==> src/rtl/mul_seq_pkg.sv <==
// mul_seq_pkg: shared state encoding and default width for the sequential multiplier
package mul_seq_pkg;
    localparam int MUL_WIDTH = 32;
    typedef enum logic [1:0] {
        S_IDLE = 2'd0,
        S_RUN  = 2'd1,
        S_DONE = 2'd2
    } state_t;
endpackage

==> src/rtl/add_N_bit.sv <==
// add_N_bit: N-bit ripple-carry adder, carry-in zero, carry-out dropped
module add_N_bit #(
    parameter int N = 8
) (
    input  logic [N-1:0] a,
    input  logic [N-1:0] b,
    output logic [N-1:0] sum
);
    logic [N-1:0] c;
    assign c[0] = 1'b0;
    for (genvar i = 0; i < N; i++) begin : g_bit
        assign sum[i] = a[i] ^ b[i] ^ c[i];
        if (i < N - 1) begin : g_carry
            assign c[i+1] = (a[i] & b[i]) | (c[i] & (a[i] ^ b[i]));
        end
    end
endmodule

==> src/rtl/mul_seq_ctrl.sv <==
// mul_seq_ctrl: shift-and-add unsigned multiplier, one shared adder over WIDTH cycles
module mul_seq_ctrl
    import mul_seq_pkg::*;
#(
    parameter int WIDTH = MUL_WIDTH
) (
    input  logic               clk,
    input  logic               rst,
    input  logic               in_valid,
    output logic               in_ready,
    input  logic [WIDTH-1:0]   op_a,
    input  logic [WIDTH-1:0]   op_b,
    output logic               out_valid,
    input  logic               out_ready,
    output logic [2*WIDTH-1:0] product,
    output logic               busy
);
    localparam int CNT_W = $clog2(WIDTH);
    localparam logic [CNT_W-1:0] LAST = CNT_W'(WIDTH - 1);
    state_t               state;
    logic [WIDTH-1:0]     a_reg;
    logic [2*WIDTH-1:0]   p_reg;
    logic [CNT_W-1:0]     cnt;
    logic [WIDTH:0]       acc;
    logic [WIDTH:0]       addend;
    logic [WIDTH:0]       sum;
    assign acc     = {1'b0, p_reg[2*WIDTH-1:WIDTH]};
    assign addend  = p_reg[0] ? {1'b0, a_reg} : '0;
    assign product = p_reg;
    // one bit wider than the operands so each partial sum keeps its carry
    add_N_bit #(.N(WIDTH + 1)) u_add (
        .a  (acc),
        .b  (addend),
        .sum(sum)
    );
    always_ff @(posedge clk or posedge rst) begin
        if (rst) begin
            state     <= S_IDLE;
            a_reg     <= '0;
            p_reg     <= '0;
            cnt       <= '0;
            in_ready  <= 1'b1;
            out_valid <= 1'b0;
            busy      <= 1'b0;
        end else begin
            case (state)
                S_IDLE: if (in_valid && in_ready) begin
                    a_reg    <= op_a;
                    p_reg    <= {{WIDTH{1'b0}}, op_b};
                    cnt      <= '0;
                    state    <= S_RUN;
                    in_ready <= 1'b0;
                    busy     <= 1'b1;
                end
                S_RUN: begin
                    p_reg <= {sum, p_reg[WIDTH-1:1]};
                    cnt   <= cnt + 1'b1;
                    if (cnt == LAST) begin
                        state     <= S_DONE;
                        out_valid <= 1'b1;
                    end
                end
                S_DONE: if (out_ready) begin
                    state     <= S_IDLE;
                    out_valid <= 1'b0;
                    busy      <= 1'b0;
                    in_ready  <= 1'b1;
                end
                default: begin
                    state     <= S_IDLE;
                    out_valid <= 1'b0;
                    busy      <= 1'b0;
                    in_ready  <= 1'b1;
                end
            endcase
        end
    end
endmodule

==> config.mk <==
export PLATFORM = sky130hd
export DESIGN_NAME = mul_seq_ctrl
export DESIGN_NICKNAME = d
export VERILOG_FILES = /design/src/rtl/mul_seq_pkg.sv /design/src/rtl/add_N_bit.sv /design/src/rtl/mul_seq_ctrl.sv
export SDC_FILE = /design/constraint.sdc
export NUM_CORES = 1
export LEC_CHECK = 0
export ABC_AREA = 1
export BUFFER_PORTS_ARGS = -buffer_cell sky130_fd_sc_hd__buf_4
export CORE_MARGIN = 1
export CORE_UTILIZATION = 45
export CTS_BUF_LIST = sky130_fd_sc_hd__clkbuf_2
export CTS_CLUSTER_DIAMETER = 100
export CTS_CLUSTER_SIZE = 28
export DETAILED_ROUTE_END_ITERATION = 8
export HOLD_SLACK_MARGIN = 0.15
export PLACE_DENSITY = 0.81
export SLEW_MARGIN = 0
export SYNTH_ARGS = -nofsm -noshare
export SYNTH_HDL_FRONTEND = slang
export SYNTH_SLANG_ARGS = --single-unit
==> constraint.sdc <==
create_clock -name clk -period 12.2 [get_ports clk]
set_input_delay 1.83 -clock clk [delete_from_list [all_inputs] [get_ports clk]]
set_output_delay 1.83 -clock clk [all_outputs]
set_load 0.02 [all_outputs]
==> results <==
- The die covers between 10000 and 15000 µm².
- The detailed placement HPWL is 8.40 mm.
- The run finished with clean final reports.
- The kind of critical path is flip-flop to flip-flop.
- At the pin with the least slew margin, the transition time is 0.919 ns.
- The category of the worst setup path capture point is a flip-flop.
- The highest clock rate is about 85 MHz.
- The most frequent cell on the critical path is fa_2.
- Compared with the post-synthesis result, the final layout area differs by 22.7%.
- The register-to-register path setup slack is 0.39 ns.
- Hold repair after CTS inserted 0 buffers.
- The first global-routing pass estimated approximately 21 mm of wire.
- Setup repair after global routing could not meet its margin everywhere.
- TritonCTS built the clock tree.
- The via count normalized by instance count is 4.86.
- For the final routed database, the setup TNS stands at 0 ns.
- At the placement stage, the worst setup path has a slack of -0.0277 ns.
- Entering global routing, the biggest net connects 91 pins.
- The total nets after synthesis is between 700 and 800.
- The floorplan step defined a core boundary enclosing 12100 µm².
- Cells with a size suffix above 1 make up 27.3% of the layout.
- In the synthesized netlist the dominant register cell turns out to be dfrtp_1.
- The power density normalized to cell area is between 200 and 300 nW/µm².
- The relative slew slack is roughly two fifths.
- The clock passes through at most 2 buffers.
- The static leakage is approximately 3.7 nW.
- The final standard cell count with taps included and fillers excluded is 963.
- The hold violation count in the final report is 0.
- The initial antenna violation count came to 0.
- The area of all sequential standard cells is approximately 2700 µm².
- For this run, the detailed router's first-pass iteration total came to 5.
- The number of filler cells placed in the layout is 1117.
- Ranked by total cell area, the synthesized netlist is headed by dfrtp_1, nand2_1, fa_1.
- In this run the worst setup path terminates at product[62]$_DFFE_PP0P_.
- After clock tree synthesis, the clock-pin slew on the worst setup and hold paths is 0.28 ns.
- The setup slack of the critical path after layout is 0.395 ns.
- Counting every instance in the synthesized netlist gives about 680.
- dfrtp_1 takes more of the synthesized area than any other cell.
- The proportion of synthesized chip area in sequential cells is 47.0%.
- The max-slew violation total from the final report is 0.
- The cell with the most instances after synthesis is nand2_1.
- The effective utilization at floorplan is between 40% and 50%.
- STA puts the critical path data arrival time at 12.37 ns.
- The cell with the biggest individual delay on the critical path is dfrtp_2.
- In this run the clock root is driven by a clkbuf_2.
- The die outline height is 114 µm.
- For this run, the slowest stage of the critical path takes 0.42 ns.
- The type of the most critical hold path is flip-flop to flip-flop.
- The number of global-route vias before repair came to 4321.
- Including well taps, the total number of placed cells is 946.
- Setup violations remaining at the end of the flow were counted as 0.
- The critical path starts at product[0]$_DFFE_PP0P_.
- In the final routed layout, each cell accounts on average for 13.3 µm.
- The register with the most flip-flops in the layout has 64 of them.
- The leftover overflow at the end of global routing is 0.
- The total of max-cap violations is 0.
- The endpoint identified for the worst register-to-register timing path is product[62]$_DFFE_PP0P_.
- The count of distinct cell types in the synthesized netlist is 21.
- The total number of H-tree levels is 3.
- At the later pin of the worst-skew pair, clock insertion delay measures 0.61 ns.
- Dividing the final minimum period by the clock period gives 96.8%.
- STA classifies the critical path startpoint as a flip-flop.
- The worst supply voltage drop on vdd is 96.7 µV.
- The final route contains roughly 4700 vias.
- The first-iteration detailed-routing DRC count is around 310.
- The remaining design rule violation count is 0.
- In the global route stage, overall resource usage came out at 21.0%.
- The Yosys step of the flow raised 0 warnings.
- The average footprint of a synthesized cell is slightly above 8 µm².
- Pin placement for this block handled 135 I/O pins.
- The total wire length is 12.8 mm.
- The worst reg2reg path depth is 43.
- The number of antenna repair diodes is 0.
- In the synthesized netlist, the cells that appear most often are nand2_1, dfrtp_1, nand3_1.
- The count of nets left with antenna violations once routing finished came out at 0.
- The die is 114 µm wide.
- The post-synthesis cell area is approximately 5600 µm².
- During placement, the flow inserted port buffers numbering 134.
- The count of standard-cell rows is 40.
- Counting I/O delays and the setup requirement, the final critical path takes 11.81 ns.
- Cells fill 57.1% of the core in the end.
- Data on the critical path is required at its endpoint by approximately 13 ns.
- Clock skew on the completed layout was measured at 0.0256 ns.
- The tree built by TritonCTS fans out to 106 sinks.
- The number of clock buffers inserted by TritonCTS is 9.
- The reg-to-reg startpoint is product[0]$_DFFE_PP0P_.
- The synthesized design contains 0 enable-type register cells.
- The critical-path maximum fanout is 2.
- The top-area cell type share of the netlist area is 46.6%.
- The multi-input combinational cells in the finished layout cover a total of 2670 µm².
- The final weighted congestion in routability-driven placement is 0.778.
- The number of nets at the end of the flow is 892.
- Counting flops with an async set or reset pin after synthesis yields a share of 100%.
- Counting flops and latches in the post-synthesis netlist gives 106.
-- worst min-delay path by stage --
stage                               start                     to  slack (ns)  cells past startpoint
floorplan            a_reg[0]$_DFFE_PP0P_   a_reg[0]$_DFFE_PP0P_        0.45                      2
global placement         busy$_DFFE_PP0P_       busy$_DFFE_PP0P_        0.46                      2
finish               in_ready$_DFFE_PP1P_   in_ready$_DFFE_PP1P_        0.52                      2
CTS                  in_ready$_DFFE_PP1P_   in_ready$_DFFE_PP1P_        0.51                      2
global route        a_reg[13]$_DFFE_PP0P_  a_reg[13]$_DFFE_PP0P_        0.54                      2
detailed placement  a_reg[24]$_DFFE_PP0P_  a_reg[24]$_DFFE_PP0P_        0.47                      2
-- area by class of cell --
class                           instances  area share, %
Sequential cell                       106           38.4
Inverter                               46           2.53
Tap cell                              168           3.04
Clock inverter                          7           1.66
Clock buffer                            9          0.651
Timing Repair Buffer                  140           15.2
Multi-Input combinational cell        487           38.6
-- stage by stage --
stage	power (mW)	area (µm²)	hold slack [ns]
floorplan	1.32	5710	0.449
global placement	1.58	6720	0.458
detailed placement	1.61	6720	0.466
CTS	1.82	6890	0.514
global route	1.99	6920	0.540
finish	1.81	6920	0.518
-- logic make-up (layout without fill, tap and decap cells) --
group	after synthesis	after routing	synth area share, %
AO/OA/AOI/OAI	3	3	0.311
AND/OR/NAND/NOR	450	450	34.0
adder cells (fa/ha/maj)	34	34	11.7
flip-flops	106	106	47.0
buffers and inverters	88	202	6.99
-- layout by cell type, fill, tap and decap left out, types with 3 or more instances in the layout --
cell type    n
nand3_1    104
inv_1       39
clkbuf_2     9
inv_2        6
nand2_1    308
bufinv_16    3
dfrtp_1    104
nor2_1       3
buf_4      140
or2_1       10
or2_2       20
fa_2        29
-- layer usage --
metal | track usage (%) | up-vias | share of wire [%]
met5 | 0 | - | 0
met4 | 6.23 | 0 | 1.4
met3 | 5.26 | 18 | 4.8
met2 | 31.8 | 113 | 48
met1 | 30.0 | 2240 | 46
li1 | - | 2313 | -
-- critical path, delay by kind of cell (launching register included) --
kind,cells,cell delay [ns]
adder cells (fa/ha/maj),32,10.53
flip-flops,1,0.42
buffers and inverters,8,0.42
AND/OR/NAND/NOR,3,0.34
-- power breakdown --
group          internal (mW)  switching, mW
combinational          0.393          0.570
sequential             0.520          0.121
clock                 0.0881          0.118
-- timing repair --
action / 4_1_cts / 5_1_grt
buffers inserted: 1 / 0
pin swaps: 0 / 15
resized for setup: 3 / 13
cloned: 0 / 0
setup endpoints to repair: 2 / 2
No activity file was read; power rests on OpenSTA's default activity.
